**config.mk**
```make
export PLATFORM = sky130hd
export DESIGN_NAME = cache_fill_ctrl_flat
export DESIGN_NICKNAME = d
export VERILOG_FILES = /design/src/rtl/cache_fill_if.sv /design/src/rtl/cache_fill_ctrl.sv /design/src/flat_wrapper.sv
export SDC_FILE = /design/constraint.sdc
export NUM_CORES = 1
export LEC_CHECK = 0
export BUFFER_PORTS_ARGS = -buffer_cell sky130_fd_sc_hd__buf_4
export CAP_MARGIN = 20
export CORE_MARGIN = 5
export CORE_UTILIZATION = 41
export CTS_CLUSTER_DIAMETER = 100
export DETAILED_ROUTE_END_ITERATION = 6
export GPL_TIMING_DRIVEN = 0
export PLACE_DENSITY = 0.8
export REMOVE_ABC_BUFFERS = 1
export SYNTH_ARGS = -nofsm -noshare
export SYNTH_HDL_FRONTEND = slang
export SYNTH_SLANG_ARGS = --single-unit
```
**constraint.sdc**
```tcl
create_clock -name clk -period 2.1 [get_ports clk]
set_clock_uncertainty 0.2 [all_clocks]
set_input_delay 0.42 -clock clk [delete_from_list [all_inputs] [get_ports clk]]
set_output_delay 0.42 -clock clk [all_outputs]
set_load 0.1 [all_outputs]
```
**src/rtl/cache_fill_if.sv**
```systemverilog
`default_nettype none
// cache_fill_if: miss-request, memory-read and cache-fill signals shared by
// the fill controller (master) and the caches/memory around it (slave).
interface cache_fill_if;
  logic        i_miss;
  logic [15:0] i_miss_addr;
  logic        d_miss;
  logic [15:0] d_miss_addr;
  logic        mem_en;
  logic [15:0] mem_addr;
  logic [15:0] mem_data_in;
  logic        mem_data_valid;
  logic [15:0] fill_data;
  logic [2:0]  fill_word;
  logic        fill_we_i;
  logic        fill_we_d;
  logic        tag_we_i;
  logic        tag_we_d;
  logic        fill_busy;

  modport master (
    input  i_miss, i_miss_addr, d_miss, d_miss_addr, mem_data_in, mem_data_valid,
    output mem_en, mem_addr, fill_data, fill_word, fill_we_i, fill_we_d,
           tag_we_i, tag_we_d, fill_busy
  );

  modport slave (
    output i_miss, i_miss_addr, d_miss, d_miss_addr, mem_data_in, mem_data_valid,
    input  mem_en, mem_addr, fill_data, fill_word, fill_we_i, fill_we_d,
           tag_we_i, tag_we_d, fill_busy
  );
endinterface
`default_nettype wire

```
**src/rtl/cache_fill_ctrl.sv**
```systemverilog
`default_nettype none
// cache_fill_ctrl: shared I/D cache block-fill engine. Issues 8 pipelined word
// reads per miss (D has priority), streams returned words into the owner's data array.
module cache_fill_ctrl #(
  parameter int MEM_LATENCY = 4
) (
  input  logic         clk,
  input  logic         rst,
  cache_fill_if.master bus
);

  typedef enum logic [1:0] {
    IDLE  = 2'd0,
    ISSUE = 2'd1,
    DRAIN = 2'd2,
    DONE  = 2'd3
  } state_t;

  state_t      state;
  state_t      state_nxt;
  logic        owner_d;
  logic [11:0] blk;
  logic [2:0]  issue_k;
  logic [2:0]  recv_k;
  logic        grant;
  logic        grant_d;
  logic        rx;

  // The controller itself is latency-agnostic; only a nonsensical value is rejected.
  if (MEM_LATENCY < 0) begin : g_latency_check
    $error("cache_fill_ctrl: MEM_LATENCY must not be negative");
  end

  assign rx = bus.mem_data_valid && (state == ISSUE || state == DRAIN);

  always_comb begin
    state_nxt      = state;
    grant          = 1'b0;
    grant_d        = 1'b0;
    bus.mem_en     = 1'b0;
    bus.mem_addr   = 16'h0000;
    bus.fill_data  = 16'h0000;
    bus.fill_word  = 3'd0;
    bus.fill_we_i  = 1'b0;
    bus.fill_we_d  = 1'b0;
    bus.tag_we_i   = 1'b0;
    bus.tag_we_d   = 1'b0;
    bus.fill_busy  = (state != IDLE);

    case (state)
      IDLE: begin
        if (bus.d_miss) begin
          grant     = 1'b1;
          grant_d   = 1'b1;
          state_nxt = ISSUE;
        end else if (bus.i_miss) begin
          grant     = 1'b1;
          state_nxt = ISSUE;
        end
      end
      ISSUE: begin
        bus.mem_en   = 1'b1;
        bus.mem_addr = {blk, issue_k, 1'b0};
        if (issue_k == 3'd7) begin
          state_nxt = DRAIN;
        end
      end
      DRAIN: begin
        state_nxt = DRAIN;
      end
      DONE: begin
        bus.tag_we_i = ~owner_d;
        bus.tag_we_d = owner_d;
        state_nxt    = IDLE;
      end
      default: begin
        state_nxt = IDLE;
      end
    endcase

    // A receipt can overlap the last issue at very short latencies, so the
    // 8th word wins over the ISSUE->DRAIN transition.
    if (rx) begin
      bus.fill_data = bus.mem_data_in;
      bus.fill_word = recv_k;
      bus.fill_we_i = ~owner_d;
      bus.fill_we_d = owner_d;
      if (recv_k == 3'd7) begin
        state_nxt = DONE;
      end
    end
  end

  always_ff @(posedge clk or posedge rst) begin
    if (rst) begin
      state   <= IDLE;
      owner_d <= 1'b0;
      blk     <= 12'h000;
      issue_k <= 3'd0;
      recv_k  <= 3'd0;
    end else begin
      state <= state_nxt;
      if (grant) begin
        owner_d <= grant_d;
        blk     <= grant_d ? bus.d_miss_addr[15:4] : bus.i_miss_addr[15:4];
        issue_k <= 3'd0;
        recv_k  <= 3'd0;
      end else begin
        if (state == ISSUE) begin
          issue_k <= issue_k + 3'd1;
        end
        if (rx) begin
          recv_k <= recv_k + 3'd1;
        end
      end
    end
  end

endmodule
`default_nettype wire

```
**src/flat_wrapper.sv**
```systemverilog
// flat-port wrapper written by rule: the top's interface ports become plain ports
module cache_fill_ctrl_flat 
#(
  parameter int MEM_LATENCY = 4
)
  (clk, rst, bus_i_miss, bus_i_miss_addr, bus_d_miss, bus_d_miss_addr, bus_mem_data_in, bus_mem_data_valid, bus_mem_en, bus_mem_addr, bus_fill_data, bus_fill_word, bus_fill_we_i, bus_fill_we_d, bus_tag_we_i, bus_tag_we_d, bus_fill_busy);
  cache_fill_if bus_i ();
  input  logic clk;
  input  logic rst;
  input wire logic [$bits(bus_i.i_miss)-1:0] bus_i_miss;
  input wire logic [$bits(bus_i.i_miss_addr)-1:0] bus_i_miss_addr;
  input wire logic [$bits(bus_i.d_miss)-1:0] bus_d_miss;
  input wire logic [$bits(bus_i.d_miss_addr)-1:0] bus_d_miss_addr;
  input wire logic [$bits(bus_i.mem_data_in)-1:0] bus_mem_data_in;
  input wire logic [$bits(bus_i.mem_data_valid)-1:0] bus_mem_data_valid;
  output wire logic [$bits(bus_i.mem_en)-1:0] bus_mem_en;
  output wire logic [$bits(bus_i.mem_addr)-1:0] bus_mem_addr;
  output wire logic [$bits(bus_i.fill_data)-1:0] bus_fill_data;
  output wire logic [$bits(bus_i.fill_word)-1:0] bus_fill_word;
  output wire logic [$bits(bus_i.fill_we_i)-1:0] bus_fill_we_i;
  output wire logic [$bits(bus_i.fill_we_d)-1:0] bus_fill_we_d;
  output wire logic [$bits(bus_i.tag_we_i)-1:0] bus_tag_we_i;
  output wire logic [$bits(bus_i.tag_we_d)-1:0] bus_tag_we_d;
  output wire logic [$bits(bus_i.fill_busy)-1:0] bus_fill_busy;
  assign bus_i.i_miss = bus_i_miss;
  assign bus_i.i_miss_addr = bus_i_miss_addr;
  assign bus_i.d_miss = bus_d_miss;
  assign bus_i.d_miss_addr = bus_d_miss_addr;
  assign bus_i.mem_data_in = bus_mem_data_in;
  assign bus_i.mem_data_valid = bus_mem_data_valid;
  assign bus_mem_en = bus_i.mem_en;
  assign bus_mem_addr = bus_i.mem_addr;
  assign bus_fill_data = bus_i.fill_data;
  assign bus_fill_word = bus_i.fill_word;
  assign bus_fill_we_i = bus_i.fill_we_i;
  assign bus_fill_we_d = bus_i.fill_we_d;
  assign bus_tag_we_i = bus_i.tag_we_i;
  assign bus_tag_we_d = bus_i.tag_we_d;
  assign bus_fill_busy = bus_i.fill_busy;
  cache_fill_ctrl #(.MEM_LATENCY(MEM_LATENCY)) u_core (.clk(clk), .rst(rst), .bus(bus_i));
endmodule
```
* Word level (Yosys, flattened, before mapping)
Cells that the tools add are included.
Word-level totals: bits in registers 21, latch bits 0, RAM bits 0, bits in read-only memories 0, input port bits 53, memories kept 0
Cells by class: add/sub/neg operators 2, multiply operators 0, divide/modulo/power cells 0, $lt $le $gt $ge 0, eq/ne operators 5, shifts and indexed selects 0, multiplexer cells 24, bitwise logic cells 1, reductions and logical operators 6
Operators with widths (number):
- 16-bit 2-to-1 mux | 2
- 3-bit 2-to-1 mux | 5
- 12-bit 2-to-1 mux | 1
- 1-bit 2-to-1 mux | 10
- 2-bit 2-to-1 mux | 5
- 2-bit one-hot mux with 4 select lines | 1
- 3-bit by 1-bit adder with 3-bit output, second input constant | 2
- 3-bit == test, second input constant | 2
- 2-bit nonzero test | 3
- 2-bit == test, second input constant | 2
- 2-bit by 1-bit == test with 1-bit output, second input constant | 1
- 2-bit logical NOT | 1
- 1-bit logical AND | 1
- 1-bit logical OR | 1
- 1-bit inverter | 1

* Longest topological paths before layout
Gate-level depths: netlist (run 1).
word-level depth 5, depth in mapped cells 6, gate-level depth less buffers 5

* Worst setup path before layout (run 1)
Ideal clock, no wire load.
path type reg2out, from reg u_core.state[1], to out bus_mem_addr[10], arrival 2.594 ns, required time 1.480 ns, path slack -1.114 ns, cell stages (with the launch flop) 6, path through dfrtp_1 -> inv_1 -> ha_1 -> buf_4 -> clkbuf_1 -> and2_1
On the way: word-level cells in the longest chain between the ends 2
Ends and longest elaborated chain:
- start, declared | RTL line cache_fill_ctrl.sv:19 | state_t state;
- start signal, assigned | RTL line cache_fill_ctrl.sv:102 | state <= state_nxt;
- 2-bit by 1-bit == test with 1-bit output | RTL line cache_fill_ctrl.sv:50 | case (state)
- 16-bit 2-to-1 mux | RTL line cache_fill_ctrl.sv:50
- end, declared | RTL line flat_wrapper.sv:17 | output wire logic [$bits(bus_i.mem_addr)-1:0] bus_mem_addr;
No other way between the ends.

* Worst setup path in the final report (run 1)
from reg u_core.state[1], to out bus_fill_data[4]
On the way: word-level cells in the longest chain between the ends 4, elaborated cells on any way between the ends 5, those cells by class eq/ne (2); mux (1); reduce/logical (2)
Ends and longest elaborated chain:
- 2-bit by 1-bit == test with 1-bit output / 2-bit == test (equally long branches) | RTL line cache_fill_ctrl.sv:34 | assign rx = bus.mem_data_valid && (state == ISSUE || state == DRAIN);
- 1-bit logical OR (*) | RTL line cache_fill_ctrl.sv:34
- 1-bit logical AND (*) | RTL line cache_fill_ctrl.sv:34
- 16-bit 2-to-1 mux (*) | RTL line cache_fill_ctrl.sv:83 | if (rx) begin
- end, declared | RTL line flat_wrapper.sv:18 | output wire logic [$bits(bus_i.fill_data)-1:0] bus_fill_data;
Mark *: on every way between the ends. The rest lies on a longest branch, timed or not.

==> results.cfg, run 1 <==
[finish]
final_area_mm2 = 0.00297
drive_above_1_share = 0.614
final_core_util = 0.956
nets = 317
area_growth_pct = 120
diodes = 0

[synthesis]
seq_area_frac_synth = 0.390
syn-instance-count = 154
synth_warnings = 0
ys_types = 29
synth_xor_area_frac = 0.0130
avgSynthCellArea_um2 = 8.76
synth_fa_ha_area_frac = 0.0835
synth.mux.area_fraction = 0.0148
ys_ff_latch = 21
synth_compound_area_frac = 0.167
synth-simple-area-share = 0.272
synth_top_family_by_area = simple AND/OR/NAND/NOR gates
synth_area_mm2 = 0.00135

[drt]
routed_via_density = 6.54
first_iter_violations = 341
drt-total-wl_um = 8810
drc = 0
drtPass1Iterations = 5
wl_per_cell_um = 29.6
ant_nets = 0
num_vias = 1948

[die]
die_h_um = 67.4
rows = 20
die_area_mm2 = 0.00454
core_region_area_mm2 = 0.00310
start_util = 0.435
ios = 94
die_x_um = 67.4

[sta]
worst_pin_slew_ps = 824
relSlewSlack = 0.450
fin_crit_sh = 1.12
setup_viol = 39
hold_viol = 0
post-route-min-period_ps = 2350
max_freq_ghz = 0.426
slew_viol_final = 0
worst_slack_ps = -246
rsz0062_at_grt = true

[setup_path]
worstPathArrival_ps = 1730
worstPathMaxFanout = 6
cp-startpoint = u_core.state[1]
max_stage_delay_ps = 420
rr_endpoint = u_core.state[1]
cp_cell_sequence = inv_2 > ha_4 > buf_6 > and3_4 > buf_12
r2r_cells = 8
r2r_start = u_core.state[1]
ff2ff_setup_slack_ps = 190
cp-start-kind = register
cpMaxStageDelayCell = dfrtp_1
critPathRequiredTime_ps = 1480
crit_type = register to output port
worstSetupEndpoint = bus_fill_data[4]
cp-end-kind = output port

[worst_hold_path]
min_path_type = input pin to async pin

[clocking]
cts_buffers = 3
h-tree-depth = 1
cts_tree = done
cts.path.max_buffers = 2
root_buffer = clkbuf_4
clock_latency_ps = 320
cts_num_sinks = 21
clkTransAtPathRegs_ps = 130
hold_buffers = 0

[global_routing]
antenna_found_initial = 0
grt_max_degree = 25
grtUsageTotal = 0.311
grt-ovfl-total = 0
grt_pass1_wl_um = 10200
grt_pass1_vias = 1784

[placement]
finalWeightedCongestion = 0.679
post_dp_cell_area_mm2 = 0.00198
dpl.hpwl_um = 3190
io_buffers = 84

[job]
maxCapViolations = 0

[outcome]
failed_checks = negative setup slack
status = complete, but fails checks
==> flip-flops by register name, indices dropped and copies added (netlist names) <==
signal / cells
u_core.state: 2
u_core.issue_k: 3
u_core.owner_d: 1
u_core.recv_k: 3
u_core.blk: 12
==> what timing repair did <==
item,in CTS,in global routing
gates cloned,1,1
gates resized for setup,158,23
pin swaps,4,3
endpoints found under the setup margin,38,40
buffers inserted,11,9
==> per-layer routing <==
layer	track usage	wire (um)
met3	0.0882	1100
met2	0.552	4250
met4	0.142	701
met5	0	0
met1	0.341	2750
==> cell type report <==
type	instances	area, um2
clock buffer	4	26.3
fill	80	138
inverter	5	22.5
multi-input combinational	118	941
sequential	21	527
tap	44	55.1
timing repair buffer	106	1390
==> synthesized netlist by cell type <==
| library cell | count | area share |
|---|---|---|
| dfrtp_1 | 21 | 0.39 |
| and3_1 | 20 | 0.093 |
| and2_1 | 16 | 0.074 |
| nand2_1 | 12 | 0.033 |
| o22ai_1 | 11 | 0.051 |
| a21oi_1 | 9 | 0.033 |
| ha_1 | 9 | 0.083 |
| o21ai_0 | 9 | 0.033 |
| nor2_1 | 7 | 0.019 |
| a22oi_1 | 5 | 0.028 |
| inv_1 | 5 | 0.014 |
| clkbuf_1 | 4 | 0.011 |
| nand3_1 | 4 | 0.015 |
| nand3b_1 | 4 | 0.022 |
| buf_4 | 3 | 0.017 |
| mux2i_1 | 2 | 0.015 |
| a21boi_0 | 1 | 0.0056 |
| and2b_1 | 1 | 0.0056 |
| buf_2 | 1 | 0.0037 |
| buf_6 | 1 | 0.0083 |
| clkbuf_2 | 1 | 0.0037 |
| conb_1 | 1 | 0.0028 |
| nor2_2 | 1 | 0.0046 |
| nor2b_1 | 1 | 0.0046 |
| o21ai_1 | 1 | 0.0037 |
| o22a_1 | 1 | 0.0065 |
| o31ai_1 | 1 | 0.0056 |
| xnor2_1 | 1 | 0.0065 |
| xor2_1 | 1 | 0.0065 |
==> stage by stage <==
stage	hold WS (ps)	setup TNS, ps	instances	setup slack (ps)
floorplan	197	-23140	144	-971
global placement	257	-7150	272	-313
detailed placement	266	-7500	272	-310
CTS	80.1	-2250	288	-99.2
global route	88.7	-8290	298	-263
finish	34.5	-7480	298	-246
==> cells in the final DEF, fill, tap and decap left out, drive strengths merged <==
cell / instances
buf: 105
dfrtp: 21
and3: 20
and2: 16
nand2: 12
o22ai: 11
o21ai: 10
a21oi: 9
ha: 9
nor2: 8
a22oi: 5
clkbuf: 5
nand3: 4
nand3b: 4
inv: 4
mux2i: 2
clkinvlp: 1
xnor2: 1
xor2: 1
and2b: 1
o31ai: 1
o22a: 1
a21boi: 1
nor2b: 1
conb: 1
==> kinds of logic (layout without fill, tap and decap cells) <==
family / after synthesis / count (layout)
DFF: 21 / 21
AOI/OAI and AO/OA: 38 / 38
muxes: 2 / 2
adders and majority gates: 9 / 9
xor gates and xnor gates: 2 / 2
other: 1 / 1
buffers and inverters: 15 / 115
and+or+nand+nor: 66 / 66
==> critical path, delay by kind of cell, from the launching register on <==
family                   cells  cell delay (ps)
flip-flops                   1              420
buffers and inverters        3              420
adder cells (fa/ha/maj)      1              340
AND/OR/NAND/NOR              1              220
==> how the worst min path moves through the flow <==
stage / from / end / slack (ps) / cells after the start
2_1_floorplan: rst / u_core.blk[0] / 200 / 1
3_3_place_gp: u_core.blk[4] / u_core.blk[4] / 260 / 2
3_5_place_dp: u_core.blk[2] / u_core.blk[2] / 270 / 2
4_1_cts: rst / u_core.blk[5] / 80 / 2
5_1_grt: rst / u_core.owner_d / 90 / 2
6_report: rst / u_core.owner_d / 30 / 2
Power of run 1 is not shown: default switching activity piles up to over one toggle a cycle in this logic, so the estimate is an artifact.
==> run 2, diff against run 1 <==
--- a/config.mk
+++ b/config.mk
@@ -11,6 +11,7 @@
 export CORE_UTILIZATION = 41
 export CTS_CLUSTER_DIAMETER = 100
 export DETAILED_ROUTE_END_ITERATION = 6
+export GPL_ROUTABILITY_DRIVEN = 0
 export GPL_TIMING_DRIVEN = 0
 export PLACE_DENSITY = 0.8
 export REMOVE_ABC_BUFFERS = 1
==> constraint.sdc (replaced) <==
create_clock -name clk -period 2.1 [get_ports clk]
set_clock_uncertainty 0.2 [all_clocks]
set_input_delay 0.21 -clock clk [delete_from_list [all_inputs] [get_ports clk]]
set_output_delay 0.21 -clock clk [all_outputs]
set_load 0.1 [all_outputs]
==> results.cfg, run 2 (synthesized netlist as in run 1, its figures left out) <==
[outcome]
status = finished, final reports clean

[sta]
setup_viol = 0
relSlewSlack = 0.474
post-route-min-period_ps = 2080
hold_viol = 0
worst_pin_slew_ps = 788
rsz0062_at_grt = true
max_freq_ghz = 0.480
fin_crit_sh = 0.992
slew_viol_final = 0
setup_tns_ps = 0

[finish]
final_cell_mix = 71 x buf_4, 20 x dfrtp_1, 16 x and2_1
final_core_util = 0.775
largest_register_ffs = 12
nets = 310
area_growth_pct = 78.4
drive_above_1_share = 0.425
stdcell_count = 291
diodes = 0
multi_input_comb_area_um2 = 813
final_common_cell = buf_4
top_regs = u_core.blk (12), u_core.issue_k (3), u_core.recv_k (3)
largest_register = u_core.blk
ff_latch_area_um2 = 527
n_fill_cell = 221
final_area_mm2 = 0.00241

[clocking]
clkTransAtPathRegs_ps = 120
cts.path.max_buffers = 2
cts_buffers = 3
clock_latency_ps = 300
root_buffer = clkbuf_4
h-tree-depth = 1
cts_num_sinks = 21
cts_tree = done

[setup_path]
max_stage_delay_ps = 380
cp-start-kind = register
cp_cell_sequence = inv_1 > ha_4 > buf_6 > and3_1 > buf_12
cp_top_family = buffers and inverters
crit_type = register to output port
path_buf_inv = 3
worstPathArrival_ps = 1670
cp-end-kind = output port
critPathRequiredTime_ps = 1690
cpMaxStageDelayCell = dfrtp_2
worstPathMaxFanout = 12

[placement]
dpl.hpwl_um = 3190
io_buffers = 84
post_dp_cell_area_mm2 = 0.00198
dp_cells = 272

[global_routing]
grtUsageTotal = 0.206
grt_pass1_wl_um = 7200
grt_pass1_vias = 1592
grt_max_degree = 25
grt-ovfl-total = 0
antenna_found_initial = 0

[die]
rows = 20
die_x_um = 67.4
start_util = 0.435
die_h_um = 67.4
die_area_mm2 = 0.00454
core_region_area_mm2 = 0.00310
ios = 94

[job]
maxCapViolations = 0

[worst_hold_path]
min_path_type = input pin to register

[drt]
routed_via_density = 5.26
num_vias = 1531
first_iter_violations = 52
drtPass1Iterations = 4
ant_nets = 0
wl_per_cell_um = 17.1
drc = 0
drt-total-wl_um = 4960
## run 2: cell types whose count changed in the layout (fill, tap and decap cells not counted), sizes merged
cell and delta:
buf -17, dlygate4sd3 +11, clkbuf -1, clkinvlp -1
inv +1
## run 2: area by class of cell
type,instances,area share
well taps,44,0.0229
inverters,5,0.00780
flip-flops and latches,21,0.219
repair buffers,99,0.401
clock buffers,4,0.0109
multi-input cells,118,0.338
## run 2: what timing repair did
item / in CTS / in global routing
setup endpoints to repair: 38 / 32
hold buffers: 11 / 0
endpoints found under the hold margin: 30 / 0
gates resized for setup: 35 / 31
pin swaps: 1 / 1
buffers inserted: 3 / 1
## run 2: worst paths after layout
check | from | endpoint | slack [ps] | cells past startpoint
max | u_core.state[0] | bus_fill_data[10] | 20 | 5
min | bus_i_miss_addr[5] | u_core.blk[1] | 2 | 3
max reg2reg | u_core.state[0] | u_core.blk[7] | 440 | 5
min reg2reg | u_core.blk[3] | u_core.blk[3] | 290 | 2
max in group asynchronous | rst | u_core.state[0] | 750 | 3
min in group asynchronous | rst | u_core.blk[5] | 410 | 3
## run 2: per-layer routing
layer	GRT usage	share of wire
met1	0.226	0.35
met4	0.0481	0.010
met3	0.0582	0.11
met2	0.390	0.53
met5	0	0
## run 2: tightest hold or removal path: cells and delay by family
family | cells | cell delay [ps]
buffers and inverters | 1 | 80
AO/OA/AOI/OAI | 2 | 190
## run 2: stage by stage
step,hold WS [ps],worst slack [ps]
floorplan,-13.5,-761
global placement,200,-103
detailed placement,215,-100
CTS,1.46,23.4
global route,5.83,-54.5
finish,2.44,15.9
Power of run 2 is left out for the same reason.
==> run 3, diff against run 2 <==
--- a/config.mk
+++ b/config.mk
@@ -8,13 +8,13 @@
 export BUFFER_PORTS_ARGS = -buffer_cell sky130_fd_sc_hd__buf_4
 export CAP_MARGIN = 20
 export CORE_MARGIN = 5
-export CORE_UTILIZATION = 41
+export CORE_UTILIZATION = 44
 export CTS_CLUSTER_DIAMETER = 100
+export CTS_CLUSTER_SIZE = 14
 export DETAILED_ROUTE_END_ITERATION = 6
 export GPL_ROUTABILITY_DRIVEN = 0
 export GPL_TIMING_DRIVEN = 0
-export PLACE_DENSITY = 0.8
-export REMOVE_ABC_BUFFERS = 1
+export PLACE_DENSITY = 0.85
 export SYNTH_ARGS = -nofsm -noshare
 export SYNTH_HDL_FRONTEND = slang
 export SYNTH_SLANG_ARGS = --single-unit
==> constraint.sdc (replaced) <==
create_clock -name clk -period 2.5 [get_ports clk]
set_clock_uncertainty 0.2 [all_clocks]
set_input_delay 0.25 -clock clk [delete_from_list [all_inputs] [get_ports clk]]
set_output_delay 0.25 -clock clk [all_outputs]
set_load 0.1 [all_outputs]
==> results.cfg, run 3 (synthesized netlist as in run 1, its figures left out) <==
[outcome]
status = finished, final reports clean

[global_routing]
grt_pass1_wl_um = 6130
grt_pass1_vias = 1436
grt_max_degree = 22
grt-ovfl-total = 0
antenna_found_initial = 0
grtUsageTotal = 0.181

[worst_hold_path]
hold_end = u_core.blk[5]
min_from = bus_d_miss_addr[9]
min_path_type = input pin to register
whs_path_depth = 3

[finish]
diodes = 0
final_cell_mix = 87 x buf_4, 21 x dfrtp_1, 20 x and3_1
final_core_util = 0.690
largest_register_ffs = 12
top_regs = u_core.blk (12), u_core.issue_k (3), u_core.recv_k (3)
largest_register = u_core.blk
area_growth_pct = 53.6
final_common_cell = buf_4
drive_above_1_share = 0.442
final_area_mm2 = 0.00207
nets = 305

[die]
rows = 20
start_util = 0.449
die_area_mm2 = 0.00427
ios = 94
core_region_area_mm2 = 0.00300
die_x_um = 65.4
die_h_um = 65.4

[setup_path]
cp-start-kind = register
worstPathMaxFanout = 10
cpMaxStageDelayCell = dfrtp_1
cp_top_family = buffers and inverters
cp-end-kind = output port
path_buf_inv = 3
crit_type = register to output port
critPathRequiredTime_ps = 2050
r2r_cells = 6
rr_endpoint = u_core.blk[11]
max_stage_delay_ps = 450
r2r_start = u_core.state[1]
cp_cell_sequence = inv_1 > ha_1 > clkbuf_2 > and3_1 > buf_4
worstPathArrival_ps = 1940
ff2ff_setup_slack_ps = 810

[sta]
relSlewSlack = 0.472
slew_viol_final = 0
post-route-min-period_ps = 2390
setup_tns_ps = 0
max_freq_ghz = 0.419
fin_crit_sh = 0.955
setup_viol = 0
worst_pin_slew_ps = 792
worst_hold_slack_ps = 8.06
rsz0062_at_grt = false
hold_viol = 0

[clocking]
cts_num_sinks = 21
postCtsSetupBuffers = 0
clkTransAtPathRegs_ps = 120
h-tree-depth = 1
cts_tree = done
clock_latency_ps = 290
cts_buffers = 3
cts.path.max_buffers = 2
root_buffer = clkbuf_4

[drt]
wl_per_cell_um = 14.0
first_iter_violations = 51
drt-total-wl_um = 3860
drc = 0
ant_nets = 0
num_vias = 1435
routedLengthMet1_um = 1510
route.met3.wl_um = 184
dr.max_layer_used = met4
drtPass1Iterations = 4
wl_met2_um = 2130
routed_via_density = 5.22

[placement]
post_dp_cell_area_mm2 = 0.00204
io_buffers = 84
dpl.hpwl_um = 3100

[job]
maxCapViolations = 0

[synthesis]
syn-num-nets = 216
run 3: cell types whose count changed in the layout (fill, tap and decap cells not counted), sizes merged:
cell / delta
dlygate4sd3: -10
clkbuf: +4
buf: +1
run 3: area by class of cell:
type                    count  area, um2
inverters                   5       18.8
clock buffers               4       26.3
multi-input cells         118        762
well taps                  33       41.3
flip-flops and latches     21        526
repair buffers             85        641
plain buffers               9       57.6
fillers                   262        931
run 3: worst max path at each step:
stage | cells past startpoint | to | slack (ps) | from
after floorplan | 4 | bus_mem_addr[1] | 8 | u_core.state[1]
after global placement | 6 | bus_mem_addr[3] | 310 | u_core.state[1]
after detailed placement | 6 | bus_mem_addr[15] | 270 | u_core.state[1]
after CTS | 5 | bus_fill_data[11] | 20 | u_core.state[0]
after global routing | 5 | bus_fill_data[0] | 20 | u_core.state[0]
final | 5 | bus_fill_data[4] | 110 | u_core.state[1]
run 3: what timing repair did:
item | 4_1_cts | 5_1_grt
hold buffers | 1 | 0
setup endpoints to repair | 10 | 9
pin swaps | 0 | 0
gates resized for setup | 1 | 2
endpoints found under the hold margin | 21 | 0
run 3: worst min-delay path, stage by stage:
cell and delay [ps]:
buf_4 80, o22ai_1 50, a21oi_1 100
run 3: per-layer routing:
layer / GRT usage / vias up
met3: 0.0256 / 4
met2: 0.346 / 40
li1: - / 713
met1: 0.203 / 678
met5: 0 / -
met4: 0.0622 / 0
run 3: through the flow:
step / worst slack, ps / std cells
CTS: 17.9 / 275
detailed placement: 267 / 271
global placement: 306 / 271
global route: 18.8 / 275
floorplan: 7.79 / 154
finish: 113 / 275
Power of run 3 is left out for the same reason.
